## src/rtl/pcie_lcrc_stream.sv

```systemverilog
// -----------------------------------------------------------------------------
// pcie_lcrc_stream
// Streaming LCRC (CRC-32, reflected, poly 0x04C11DB7) generator/checker for
// the PCIe data link layer. A packet (sequence-number prefix + TLP bytes)
// arrives as valid/ready beats of DATA_BYTES bytes. One registered result
// (CRC, length, pass/fail) is produced per packet on a valid/ready result port.
//
// Ports:
//   clk, rst_n          clock, asynchronous active-low reset
//   in_valid/in_ready   input beat handshake
//   in_sop/in_eop       first/last beat of packet
//   in_data             byte k = in_data[8k+7:8k], byte 0 first on the wire
//   in_nbytes           valid low bytes on the eop beat (1..DATA_BYTES)
//   check_en, crc_exp   compare request and received LCRC, sampled on eop
//   res_valid/res_ready result handshake
//   res_crc             final LCRC, res_crc[7:0] transmitted first
//   res_ok              CRC match (1 when check_en was 0)
//   res_len             saturating packet byte count
//   proto_err           one-cycle pulse on a protocol violation
// -----------------------------------------------------------------------------
module pcie_lcrc_stream #(
  parameter int          DATA_BYTES = 4,
  parameter int          LEN_W      = 16,
  parameter logic [31:0] SEED       = 32'hFFFF_FFFF
) (
  input  logic                            clk,
  input  logic                            rst_n,
  input  logic                            in_valid,
  output logic                            in_ready,
  input  logic                            in_sop,
  input  logic                            in_eop,
  input  logic [8*DATA_BYTES-1:0]         in_data,
  input  logic [$clog2(DATA_BYTES):0]     in_nbytes,
  input  logic                            check_en,
  input  logic [31:0]                     crc_exp,
  output logic                            res_valid,
  input  logic                            res_ready,
  output logic [31:0]                     res_crc,
  output logic                            res_ok,
  output logic [LEN_W-1:0]                res_len,
  output logic                            proto_err
);

  localparam int NB_W = $clog2(DATA_BYTES) + 1;

  typedef enum logic {IDLE, IN_PKT} state_t;

  state_t            state_reg, state_next;
  logic [31:0]       crc_reg;
  logic [LEN_W-1:0]  len_reg;

  logic              accept;
  logic              start;
  logic              fold;
  logic              err_next;
  logic              nbytes_bad;
  logic [NB_W-1:0]   n_eff;
  logic [31:0]       crc_base;
  logic [31:0]       crc_end;
  logic [LEN_W-1:0]  len_base;
  logic [LEN_W:0]    len_wide;
  logic [LEN_W-1:0]  len_sum;

  // One byte of the reflected CRC-32, LSB of the byte first.
  function automatic logic [31:0] crc_byte(input logic [31:0] c, input logic [7:0] d);
    logic [31:0] r;
    r = c ^ {24'h0, d};
    for (int i = 0; i < 8; i++) begin
      r = r[0] ? ((r >> 1) ^ 32'hEDB8_8320) : (r >> 1);
    end
    return r;
  endfunction

  // Stall only while an unconsumed result would be overwritten.
  assign in_ready = !(res_valid && !res_ready);
  assign accept   = in_valid && in_ready;

  // Out-of-range byte counts on eop fall back to a full beat.
  assign nbytes_bad = (in_nbytes == '0) || (in_nbytes > NB_W'(DATA_BYTES));
  assign n_eff      = (in_eop && !nbytes_bad) ? in_nbytes : NB_W'(DATA_BYTES);

  // A new sop always restarts from SEED, even if a packet was in flight.
  assign crc_base = start ? SEED : crc_reg;
  assign len_base = start ? '0 : len_reg;

  // Single-cycle fold of the valid low bytes: a chain of byte stages where
  // stages beyond n_eff pass the CRC through unchanged.
  logic [31:0] crc_chain [DATA_BYTES+1];
  assign crc_chain[0] = crc_base;
  generate
    for (genvar gi = 0; gi < DATA_BYTES; gi++) begin : g_fold
      assign crc_chain[gi+1] = (NB_W'(gi) < n_eff) ? crc_byte(crc_chain[gi], in_data[8*gi +: 8])
                                                   : crc_chain[gi];
    end
  endgenerate
  assign crc_end = crc_chain[DATA_BYTES];

  // Saturating length: carry out of LEN_W bits clamps to all ones.
  assign len_wide = {1'b0, len_base} + (LEN_W+1)'(n_eff);
  assign len_sum  = len_wide[LEN_W] ? '1 : len_wide[LEN_W-1:0];

  // Packet-state next-state logic.
  always_comb begin
    state_next = state_reg;
    start      = 1'b0;
    fold       = 1'b0;
    err_next   = 1'b0;
    if (accept) begin
      if (in_sop) begin
        start      = 1'b1;
        fold       = 1'b1;
        err_next   = (state_reg == IN_PKT);
        state_next = in_eop ? IDLE : IN_PKT;
      end else if (state_reg == IDLE) begin
        err_next   = 1'b1;             // orphan beat: dropped
      end else begin
        fold       = 1'b1;
        if (in_eop) state_next = IDLE;
      end
      if (in_eop && nbytes_bad) err_next = 1'b1;
    end
  end

  always_ff @(posedge clk or negedge rst_n) begin
    if (!rst_n) begin
      state_reg <= IDLE;
      crc_reg   <= SEED;
      len_reg   <= '0;
      res_valid <= 1'b0;
      res_crc   <= '0;
      res_ok    <= 1'b0;
      res_len   <= '0;
      proto_err <= 1'b0;
    end else begin
      state_reg <= state_next;
      proto_err <= err_next;
      if (fold) begin
        crc_reg <= in_eop ? SEED : crc_end;
        len_reg <= in_eop ? '0 : len_sum;
      end
      // A new eop is only accepted when the old result is gone or being
      // consumed this edge, so replacing it here never loses a result.
      if (fold && in_eop) begin
        res_valid <= 1'b1;
        res_crc   <= ~crc_end;
        res_ok    <= check_en ? (~crc_end == crc_exp) : 1'b1;
        res_len   <= len_sum;
      end else if (res_ready) begin
        res_valid <= 1'b0;
      end
    end
  end

endmodule

```

## config.mk

```make
export PLATFORM = sky130hd
export DESIGN_NAME = pcie_lcrc_stream
export DESIGN_NICKNAME = d
export VERILOG_FILES = /design/src/rtl/pcie_lcrc_stream.sv
export SDC_FILE = /design/constraint.sdc
export NUM_CORES = 1
export LEC_CHECK = 0
export CAP_MARGIN = 0
export CELL_PAD_IN_SITES_DETAIL_PLACEMENT = 0
export CELL_PAD_IN_SITES_GLOBAL_PLACEMENT = 1
export CORE_ASPECT_RATIO = 0.5
export CORE_UTILIZATION = 30
export CTS_CLUSTER_DIAMETER = 80
export DETAILED_ROUTE_END_ITERATION = 8
export PLACE_DENSITY_LB_ADDON = 0.25
export SETUP_SLACK_MARGIN = 0.05
export SYNTH_ARGS = -nofsm -noshare
export SYNTH_HDL_FRONTEND = slang
export SYNTH_SLANG_ARGS = --single-unit
```

## constraint.sdc

```tcl
create_clock -name clk -period 11.26 [get_ports clk]
set_input_delay 1.126 -clock clk [delete_from_list [all_inputs] [get_ports clk]]
set_output_delay 1.126 -clock clk [all_outputs]
set_load 0.03 [all_outputs]
```

==> impl_metrics.py <==
metrics = {
    "worst_setup_path": {
        "worstSetupPathType": "in -> reg",
        "arrival_ps": 8520,
        "critPathSlowestCell": "or3_1",
        "path_max_fanout": 24,
        "cpMostUsedCell": "xnor3_1",
        "endpoint_kind": "register",
        "path_cells": "clkdlybuf4s50_1 > nor2b_2 > inv_2 > a21o_2 > xor2_4 > xnor3_1 > xor2_2 > xnor3_1 > o21ai_1 > xnor2_1 > xnor3_2 > mux2_4 > or3_1 > xnor3_1 > xor2_1 > o21ai_0 > o2bb2ai_1 > nor4_1 > nand4_1 > o21ai_1",
        "max_stage_delay_ps": 660,
        "required_ps": 11540,
        "start_kind": "input port",
    },
    "timing": {
        "max_freq_mhz": 121,
        "maxSlewViolCount": 0,
        "hold_viol": 0,
        "finClkSkew_ps": 14.0,
        "maxSlewHeadroom_pct": 17.1,
        "worst_slack_ps": 3010,
        "rsz0062_at_grt": "false",
        "finalSetupTns_ps": 0,
        "period_minus_slack_ps": 8250,
        "setup-violations-final": 0,
        "tightestPinTransition_ps": 1230,
        "post-route-period-util_pct": 73.2,
    },
    "final_layout": {
        "final_cell_area_sq_mm": 0.0131,
        "instances_no_fill": 1822,
        "area_growth_pct": 18.0,
        "layout_commonest_cell": "xnor2_1",
        "final_cell_mix": "xnor2_1, nor2_1, nand2_1, clkdlybuf4s50_1, a21oi_1",
        "nFillCells": 3742,
        "regArea_sq_mm": 0.00254,
        "multiInputGateArea_sq_mm": 0.00819,
        "drive_gt1_share_pct": 9.94,
        "insertedDiodeCount": 0,
        "final_nets": 1413,
    },
    "yosys": {
        "ys_warn_count": 0,
        "ys_types": 93,
        "synth_ff_type": "dfrtp_1",
        "syn_area_per_cell_sq_um": 8.82,
        "ys_seq_elements": 100,
        "synth_area_sq_mm": 0.0111,
        "async_reset_ff_share_pct": 100,
        "synth_fp_nets": 1336,
        "synth_fa_ha_area_share_pct": 0.632,
        "synthXorXnorAreaFrac_pct": 38.4,
        "ys_seq_area_share_pct": 22.9,
        "syn_inst": 1257,
        "yosys.area_share.simple_pct": 15.2,
        "synth_top_family_by_area": "XOR/XNOR gates",
        "synth_edf_count": 0,
        "synth_compound_area_share_pct": 16.3,
        "synth.area.mux_share_pct": 3.10,
    },
    "cts": {
        "cts_inserted_buffers": 9,
        "cts-root-buf": "clkbuf_16",
        "tritoncts_num_sinks": 100,
        "cts_setup_buffers": 0,
        "cts.repair.resized": 0,
        "clock_path_buffers": 2,
        "clk_latency_ps": 360,
        "clk_pin_slew_worst_paths_ps": 70,
        "holdBufCountCts": 0,
        "cts_tree": "built",
        "ctsHtreeMaxLevel": 3,
    },
    "floorplanning": {
        "die-area_sq_mm": 0.0378,
        "rows": 49,
        "ios": 126,
        "fp.dieH_um": 138,
        "coreArea_sq_mm": 0.0362,
        "die_w_um": 274,
        "start_util_pct": 30.7,
    },
    "detailed_routing": {
        "detail-route-antenna-nets": 0,
        "wl_um": 44000,
        "num_vias": 9621,
        "drtPass1Iterations": 6,
        "routedWlPerCell_um": 24.1,
        "first_iter_violations": 946,
        "routed_via_density": 5.28,
        "route.detailed.drc": 0,
    },
    "outcome": {
        "status": "completed",
    },
    "global_route": {
        "grt_max_degree": 70,
        "overflow": 0,
        "grt_usage_pct": 23.3,
        "grt_pass1_vias": 9322,
        "grt_antenna_before_repair": 1,
        "grt_pass1_wl_um": 63800,
    },
    "placement": {
        "place_congestion": 0.940,
        "dp.cells": 1807,
        "pre_cts_ws_ps": 2710,
        "hpwl_um": 34900,
        "place_area_sq_mm": 0.0128,
        "port_buffers": 125,
    },
    "run": {
        "drv_cap": 0,
    },
    "min_path": {
        "hp-class": "reg -> reg",
    },
}
cell families after synthesis:
kind of cell | Yosys count
AND/OR/NAND/NOR | 372
AO/OA/AOI/OAI | 290
multiplexers | 31
buffers and inverters | 93
flip-flops | 100
adder cells (fa/ha/maj) | 5
XOR/XNOR | 366
cell type report:
cell class              count  share of cell area [%]
multi-input cells        1064                    62.6
flip-flops and latches    100                    19.4
repair buffers            139                    10.3
well taps                 484                    4.63
clock buffers              11                    1.85
inverters                  20                   0.574
clock inverters             4                   0.555
per-layer routing:
metal  share of wire (%)  vias up  routed length (um)  GRT usage [%]
met3                 6.4       47                2830           3.90
met2                  44      301               19300           35.8
met5                   0        -                   0              0
li1                    -     4465                   -              -
met1                  47     4808               20700           33.5
met4                 2.6        0                1150           6.73
worst paths after layout:
kind	start	end	slack (ps)	cells after the start
max	res_ready	res_ok	3010	20
min	res_len[12]	res_len[12]	470	2
max reg2reg	res_valid	res_ok	3770	19
min reg2reg	res_len[12]	res_len[12]	470	2
max in group asynchronous	rst_n	res_crc[3]	9270	2
min in group asynchronous	rst_n	res_crc[4]	710	1
synth_stat cells (all sizes together), types with 24 or more instances:
cell | instances | share of area [%]
xnor2 | 217 | 19
nor2 | 136 | 4.6
nand2 | 131 | 4.4
a21oi | 114 | 5.5
xor2 | 95 | 8.2
o21ai | 75 | 3.4
dfrtp | 68 | 15
clkbuf | 57 | 1.9
xnor3 | 47 | 9.6
dfstp | 32 | 7.6
mux2i | 27 | 2.7
a31oi | 24 | 1.5
critical path: cells and delay by family:
kind,cells,cell delay (ps)
buf+inv,2,860
xor+xnor,8,3290
compound gates,5,1500
mux,1,350
simple gates,4,1370
per-stage QoR:
stage	utilization [%]	hold slack [ps]
2_1_floorplan	-	441
6_report	36.2	472
4_1_cts	36.2	473
5_1_grt	36.2	490
3_3_place_gp	35.3	450
3_5_place_dp	35.3	457
Power is not shown: default switching activity piles up to over one toggle a cycle in this logic, so the estimate is an artifact.
